## config.mk

```make
export PLATFORM = sky130hd
export DESIGN_NAME = am_audio_out
export DESIGN_NICKNAME = d
export VERILOG_FILES = /design/src/rtl/am_audio_out.sv
export SDC_FILE = /design/constraint.sdc
export NUM_CORES = 1
export LEC_CHECK = 0
export ABC_AREA = 1
export BUFFER_PORTS_ARGS = -buffer_cell sky130_fd_sc_hd__buf_2
export CELL_PAD_IN_SITES_DETAIL_PLACEMENT = 2
export CELL_PAD_IN_SITES_GLOBAL_PLACEMENT = 2
export CORE_ASPECT_RATIO = 0.8
export CORE_MARGIN = 5
export CORE_UTILIZATION = 35
export DETAILED_ROUTE_END_ITERATION = 16
export GPL_TIMING_DRIVEN = 0
export HOLD_SLACK_MARGIN = 0.03
export PLACE_DENSITY = 0.91
export REMOVE_ABC_BUFFERS = 1
export SYNTH_ARGS = -nofsm -noshare
export SYNTH_HDL_FRONTEND = slang
export SYNTH_SLANG_ARGS = --single-unit
export TNS_END_PERCENT = 5
```

## constraint.sdc

```tcl
create_clock -name clk -period 3.85 [get_ports clk]
set_input_delay 0.1925 -clock clk [delete_from_list [all_inputs] [get_ports clk]]
set_output_delay 0.1925 -clock clk [all_outputs]
set_load 0.01 [all_outputs]
```

## src/rtl/am_audio_out.sv

```systemverilog
// Audio back-end after the AM demodulator: DC removal, scaling and saturation
// to OUT_W bits, and a free-running I2S transmitter carrying the same word on L and R.
module am_audio_out #(
  parameter int IN_W     = 18,
  parameter int OUT_W    = 16,
  parameter int DC_SHIFT = 10,
  parameter int BCLK_DIV = 4
) (
  input  logic                   clk,
  input  logic                   rst,
  input  logic signed [IN_W-1:0] demod_out,
  input  logic                   demod_clk,
  output logic [OUT_W-1:0]       audio_out,
  output logic                   audio_valid,
  output logic                   overflow,
  output logic                   dac_bclk,
  output logic                   dac_lrclk,
  output logic                   dac_sdata
);

  localparam int ACC_W   = IN_W + DC_SHIFT + 1;
  localparam int DIFF_W  = IN_W + 1;
  localparam int DIV_W   = (BCLK_DIV > 2) ? $clog2(BCLK_DIV) : 1;
  localparam int FRAME_W = 2 * OUT_W;

  localparam logic signed [DIFF_W-1:0] SAT_MAX = DIFF_W'((1 << (OUT_W - 1)) - 1);
  localparam logic signed [DIFF_W-1:0] SAT_MIN = ~SAT_MAX;
  localparam logic [OUT_W-1:0]         OUT_MAX = {1'b0, {(OUT_W-1){1'b1}}};
  localparam logic [OUT_W-1:0]         OUT_MIN = {1'b1, {(OUT_W-1){1'b0}}};
  localparam logic [DIV_W-1:0]         DIV_LAST = DIV_W'(BCLK_DIV - 1);

  logic                     s0_r, s1_r, s2_r;
  logic                     strobe_s;
  logic signed [ACC_W-1:0]  acc_r;
  logic signed [ACC_W-1:0]  dc_s;
  logic signed [ACC_W-1:0]  x_wide_s;
  logic signed [ACC_W-1:0]  diff_wide_s;
  logic signed [DIFF_W-1:0] diff_s;
  logic signed [DIFF_W-1:0] scaled_s;
  logic [OUT_W-1:0]         sat_s;
  logic                     clip_s;
  logic [DIV_W-1:0]         div_r;
  logic                     bclk_wrap_s;
  logic                     bclk_fall_s;
  logic [4:0]               bit_cnt_r;
  logic [4:0]               n_s;
  logic [FRAME_W-1:0]       frame_r;

  assign strobe_s = s1_r & ~s2_r;

  // Synchronise the sample qualifier and keep one stage of history for edge detection.
  always_ff @(posedge clk or posedge rst) begin
    if (rst) begin
      s0_r <= 1'b0;
      s1_r <= 1'b0;
      s2_r <= 1'b0;
    end else begin
      s0_r <= demod_clk;
      s1_r <= s0_r;
      s2_r <= s1_r;
    end
  end

  // Leaky-integrator DC estimate, the DC-free difference and its scaled form.
  always_comb begin
    dc_s        = acc_r >>> DC_SHIFT;
    x_wide_s    = ACC_W'(demod_out);
    diff_wide_s = x_wide_s - dc_s;
    diff_s      = diff_wide_s[DIFF_W-1:0];
    scaled_s    = diff_s >>> (IN_W - OUT_W);
  end

  // Clamp the scaled difference to the OUT_W signed range and flag clipping.
  always_comb begin
    sat_s  = scaled_s[OUT_W-1:0];
    clip_s = 1'b0;
    if (scaled_s > SAT_MAX) begin
      sat_s  = OUT_MAX;
      clip_s = 1'b1;
    end else if (scaled_s < SAT_MIN) begin
      sat_s  = OUT_MIN;
      clip_s = 1'b1;
    end else begin
      sat_s  = scaled_s[OUT_W-1:0];
      clip_s = 1'b0;
    end
  end

  // Per-sample update of the DC accumulator and the registered audio sample.
  always_ff @(posedge clk or posedge rst) begin
    if (rst) begin
      acc_r       <= '0;
      audio_out   <= '0;
      audio_valid <= 1'b0;
      overflow    <= 1'b0;
    end else if (strobe_s) begin
      acc_r       <= acc_r + ACC_W'(diff_s);
      audio_out   <= sat_s;
      audio_valid <= 1'b1;
      overflow    <= overflow | clip_s;
    end else begin
      audio_valid <= 1'b0;
    end
  end

  assign bclk_wrap_s = (div_r == DIV_LAST);
  assign bclk_fall_s = bclk_wrap_s & dac_bclk;
  assign n_s         = bit_cnt_r + 5'd1;

  // Bit-clock divider: toggle dac_bclk every BCLK_DIV system clocks.
  always_ff @(posedge clk or posedge rst) begin
    if (rst) begin
      div_r    <= '0;
      dac_bclk <= 1'b0;
    end else if (bclk_wrap_s) begin
      div_r    <= '0;
      dac_bclk <= ~dac_bclk;
    end else begin
      div_r    <= div_r + DIV_W'(1);
    end
  end

  // I2S shifter. Bit index is 31 - (n-1) = ~bit_cnt; at n=0 the outgoing bit is
  // still taken from the frame being retired, so the R LSB closes the old frame.
  always_ff @(posedge clk or posedge rst) begin
    if (rst) begin
      bit_cnt_r <= 5'd0;
      dac_lrclk <= 1'b0;
      dac_sdata <= 1'b0;
      frame_r   <= '0;
    end else if (bclk_fall_s) begin
      bit_cnt_r <= n_s;
      dac_lrclk <= n_s[4];
      dac_sdata <= frame_r[~bit_cnt_r];
      if (n_s == 5'd0) begin
        frame_r <= {audio_out, audio_out};
      end else begin
        frame_r <= frame_r;
      end
    end else begin
      bit_cnt_r <= bit_cnt_r;
    end
  end

endmodule

```

* After elaboration in Yosys (flattened, before gate mapping)
Index checks and enable logic that the tools add are counted.
** Word-level totals
- Word-level logic and storage cells :: 37
- Output and inout bits :: 21
- Register bits after elaboration :: 92
** Cells by class
- Multiplexer cells :: 8
- Add/subtract/negate cells :: 4
- Bitwise logic cells :: 6
- Magnitude comparators :: 3
- Equality and inequality tests :: 1
- Reduce and logical (&&, ||, !) cells :: 2
** Operator list (number)
- $mux 16 :: 2
- $add 29x19->29 :: 1
- $sub 18x19->19 :: 1
- $gt 17x16->1 const B :: 1
- $lt 17x16->1 const B :: 1
- $lt 5x6->1 const B :: 1
- $add 5x1->5 const B :: 1
- $bmux 1 s5 :: 1
- $logic_not 5->1 :: 1
- $not 5->5 :: 1
- $mux 1 :: 4
- $add 2x1->2 const B :: 1
- $and 1x1->1 :: 2
- $eq 2x2->1 const B :: 1
- $mux 2 :: 1
- $not 1->1 :: 2
- $reduce_and 2->1 :: 1
- $or 1x1->1 :: 1

* Depth between registers and ports, before layout
- Depth after elaboration :: 5
- Depth in mapped cells :: 26
- Mapped depth without buffers :: 26

* Worst setup path before layout
Ideal clock, no wire load.
- Kind :: reg2reg
- Start :: reg acc_r[10]
- End :: reg acc_r[19]
- Library setup time :: 130 ps
- Required time :: 3720 ps
- Slack :: 790 ps
- Buffers on the path :: 0
- Arrival time :: 2930 ps
- Cell stages (with the launch flop) :: 21
- Path through :: dfrtp_1 ha_1 inv_1 fa_1 nand3_1 nand3_1 nand4_1 nand2_1 nand2_1 nand2_1 xnor2_1 inv_1 ha_1 a21oi_1 o21a_1 nor2_1 nor2_1 nand3_1 or2_2 nand3_1 o21ai_0
** On the way
- Cells in the longest elaborated chain, start to end :: 2
** RTL lines
- start: declaration :: RTL line 34 : logic signed [ACC_W-1:0] acc_r;
- start signal: assignment :: RTL line 97 : acc_r <= acc_r + ACC_W'(diff_s);
- $sub 18x19->19 :: RTL line 68 : diff_wide_s = x_wide_s - dc_s;
- $add 29x19->29 (*) :: RTL line 97
Every way passes the cells marked *; elsewhere a longest branch is shown, timed or not.
A chain may end at the register's enable or synchronous reset.

* Worst setup path after layout
- Start :: reg acc_r[15]
- End :: reg acc_r[17]
The elaborated chain is that of the path after synthesis.

==> qor.txt <==
outcome: complete, but fails checks
failing checks: negative setup slack
TritonCTS clock tree: built
pin count of the biggest net entering global routing: 45
Reg2Reg Setup Slack: -0.25 ns
#FFs+latches synth: 75
Tmin final: 4.095 ns
Initial Util: 0.3607
total number of vias: 7118
CTS Buf Count: 9
Port Buffers: 41
area leader, netlist: dfrtp_1
FMAX: 244.2 MHz
Non-Filler Instances: 1156
Final #Nets: 1006
Setup crit start kind: flop
Hold WC Path Type: flop to flop
RSZ-0062 raised after global routing: yes
Max Slew Vio Count: 0
Fin. Hold Viols: 0
antenna cell count: 0
Finished Core Util: 0.4423
Boundary Pins: 42
wire per inst: 29.51 microns
clk sink count: 75
root buffer cell: clkbuf_16
clock skew: 0.01443 ns
ratio of final minimum period to clock period: 1.064
clk slew on worst S/H paths: 0.07 ns
DP HPWL: 19870 microns
Warnings, synthesis: 0
Vias/cell: 6.157
Cell Rows: 42
register area share after synthesis: 0.3114
Max Cap Viol: 0
top cells by count, synth: 277 x nand2_1, 110 x inv_1, 75 x dfrtp_1
CP Class: flop to flop
Post-synth EDFFs: 0
grt total ovfl: 0
Die Width: 156.7 microns
H-tree levels: 3
critical-path maximum fanout: 5
Tot GR Track Use: 0.2992
Primary FF master, synth: dfrtp_1
detailed router's first-iteration violation count: 567
fraction of layout cells with a size suffix above 1: 0.2105
most numerous cell in the Yosys netlist: nand2_1
gpl congestion: 0.8692
Netlist cell types: 41
Pre-antenna DRT Iters: 5
final setup margin: -0.2450 ns
Mapped Cells: 878
Syn Area/Cell: 6.864 sq um
WP data required: 4.09 ns
die area: 19960 sq um
first-pass GRT wire length: 45480 microns
Layout Cell Area excl Fill: 7391 sq um
vias in the first global route: 7526
placed cell areas: 6486 sq um
initial antenna violation count: 1
Slew HR: 0.2637
dpl cells: 1126
DRC violations left: 0
critical path arrival: 4.33 ns
clk_lat worst skew: 0.37 ns
Die Ht: 127.4 microns
Worst setup EP type: flop
post-route ant nets: 0
asr flop ratio synth: 1.000
Slew @ Worst Pin: 1.101 ns
setup violators final: 15
Layout area overhead: 22.63%
Area contributors post-synth: dfrtp_1 31%, nand2_1 17%, ha_1 11%
Mapped Area: 6027 sq um
top-area cell type share of the netlist area: 0.3114
final WL: 34110 microns
Core Region: 16710 sq um
clock buffer depth: 2
-- sequential cells by signal, indices dropped and copies added, names as in the netlist --
register and flops:
audio_valid 1, s0_r 1, acc_r 29, dac_bclk 1, dac_lrclk 1, s1_r 1
bit_cnt_r 4, div_r 2, s2_r 1, dac_sdata 1, audio_out 16, frame_r 16
overflow 1
-- layer usage --
metal,GRT usage,wire [microns]
met5,0,7
met4,0.1454,2605
met3,0.06660,1892
met2,0.5010,16370
met1,0.3643,13230
-- cells in the final DEF, fill, tap and decap left out, types with 5 or more instances in the layout --
cell,instances
a21oi_1,39
nand4_1,13
nand2_2,21
a21oi_2,15
mux2_2,12
buf_4,10
dfrtp_2,6
nor2_2,9
xor2_1,11
nand2_1,260
nand2_4,5
a31oi_1,5
clkbuf_16,9
o21ai_1,8
ha_2,13
o21ai_0,39
nor2_1,56
nand3_1,60
ha_4,9
dfrtp_1,69
or2_2,6
ha_1,30
buf_2,41
nor2_4,9
o21bai_1,6
xnor2_1,7
inv_1,105
-- worst max-delay path, stage by stage (launching register included) --
cell and delay, ns:
dfrtp_1 0.44, inv_1 0.15, ha_2 0.47, nand2_1 0.13
inv_1 0.11, nand4_1 0.15, nand2_2 0.19, nand3_1 0.17
nand2_1 0.17, nand2_1 0.07, nand2_1 0.12, inv_1 0.14
ha_4 0.28, a21oi_2 0.22, o21ai_0 0.19, a21oi_2 0.21
nand3_1 0.18, or2_2 0.33, nand3_1 0.12, o21ai_0 0.11
-- what timing repair did --
item / 4_1_cts / 5_1_grt
pin swaps: 2 / 9
resized for setup: 28 / 94
endpoints found under the setup margin: 17 / 17
buffers inserted: 4 / 6
hold buffers: 2 / 0
cloned: 0 / 1
endpoints found under the hold margin: 32 / 0
-- cell families (layout without fill, tap and decap cells) --
kind of cell    after synthesis  after routing  synth area share
simple gates                461            462            0.3222
compound gates              125            125            0.1133
fa+ha+maj                    54             54            0.1146
mux                          12             12           0.02242
buf+inv                     129            186           0.08408
xor+xnor                     22             22           0.03197
flops                        75             75            0.3114
-- layout make-up --
type	instances	area, sq um
inverters	114	432.9
repair buffers	56	367.9
well taps	220	275.3
clock inverters	5	61.31
fillers	1904	9320
multi-input cells	675	4126
flip-flops and latches	75	1884
clock buffers	11	242.7
-- through the flow --
step | hold WS [ns] | setup WS, ns | setup TNS, ns
finish | 0.3739 | -0.2450 | -2.010
global route | 0.3822 | -0.3168 | -3.061
CTS | 0.3561 | -0.07434 | -0.1641
detailed placement | 0.2534 | -0.3701 | -3.224
global placement | 0.3022 | -2.137 | -53.83
floorplan | 0.2239 | 0.4745 | 0
-- worst paths after layout --
kind | from | endpoint | cells after the start
worst max-delay path | acc_r[15]$_DFFE_PP0P_ | acc_r[17]$_DFFE_PP0P_ | 19
worst min-delay path | s0_r$_DFF_PP0_ | s1_r$_DFF_PP0_ | 0
worst max register to register | acc_r[15]$_DFFE_PP0P_ | acc_r[17]$_DFFE_PP0P_ | 19
worst min register to register | s0_r$_DFF_PP0_ | s1_r$_DFF_PP0_ | 0
max in group asynchronous | rst | acc_r[18]$_DFFE_PP0P_ | 4
min in group asynchronous | rst | frame_r[22]$_DFFE_PP0P_ | 3
Power is not shown: default switching activity piles up to over one toggle a cycle in this logic, so the estimate is an artifact.
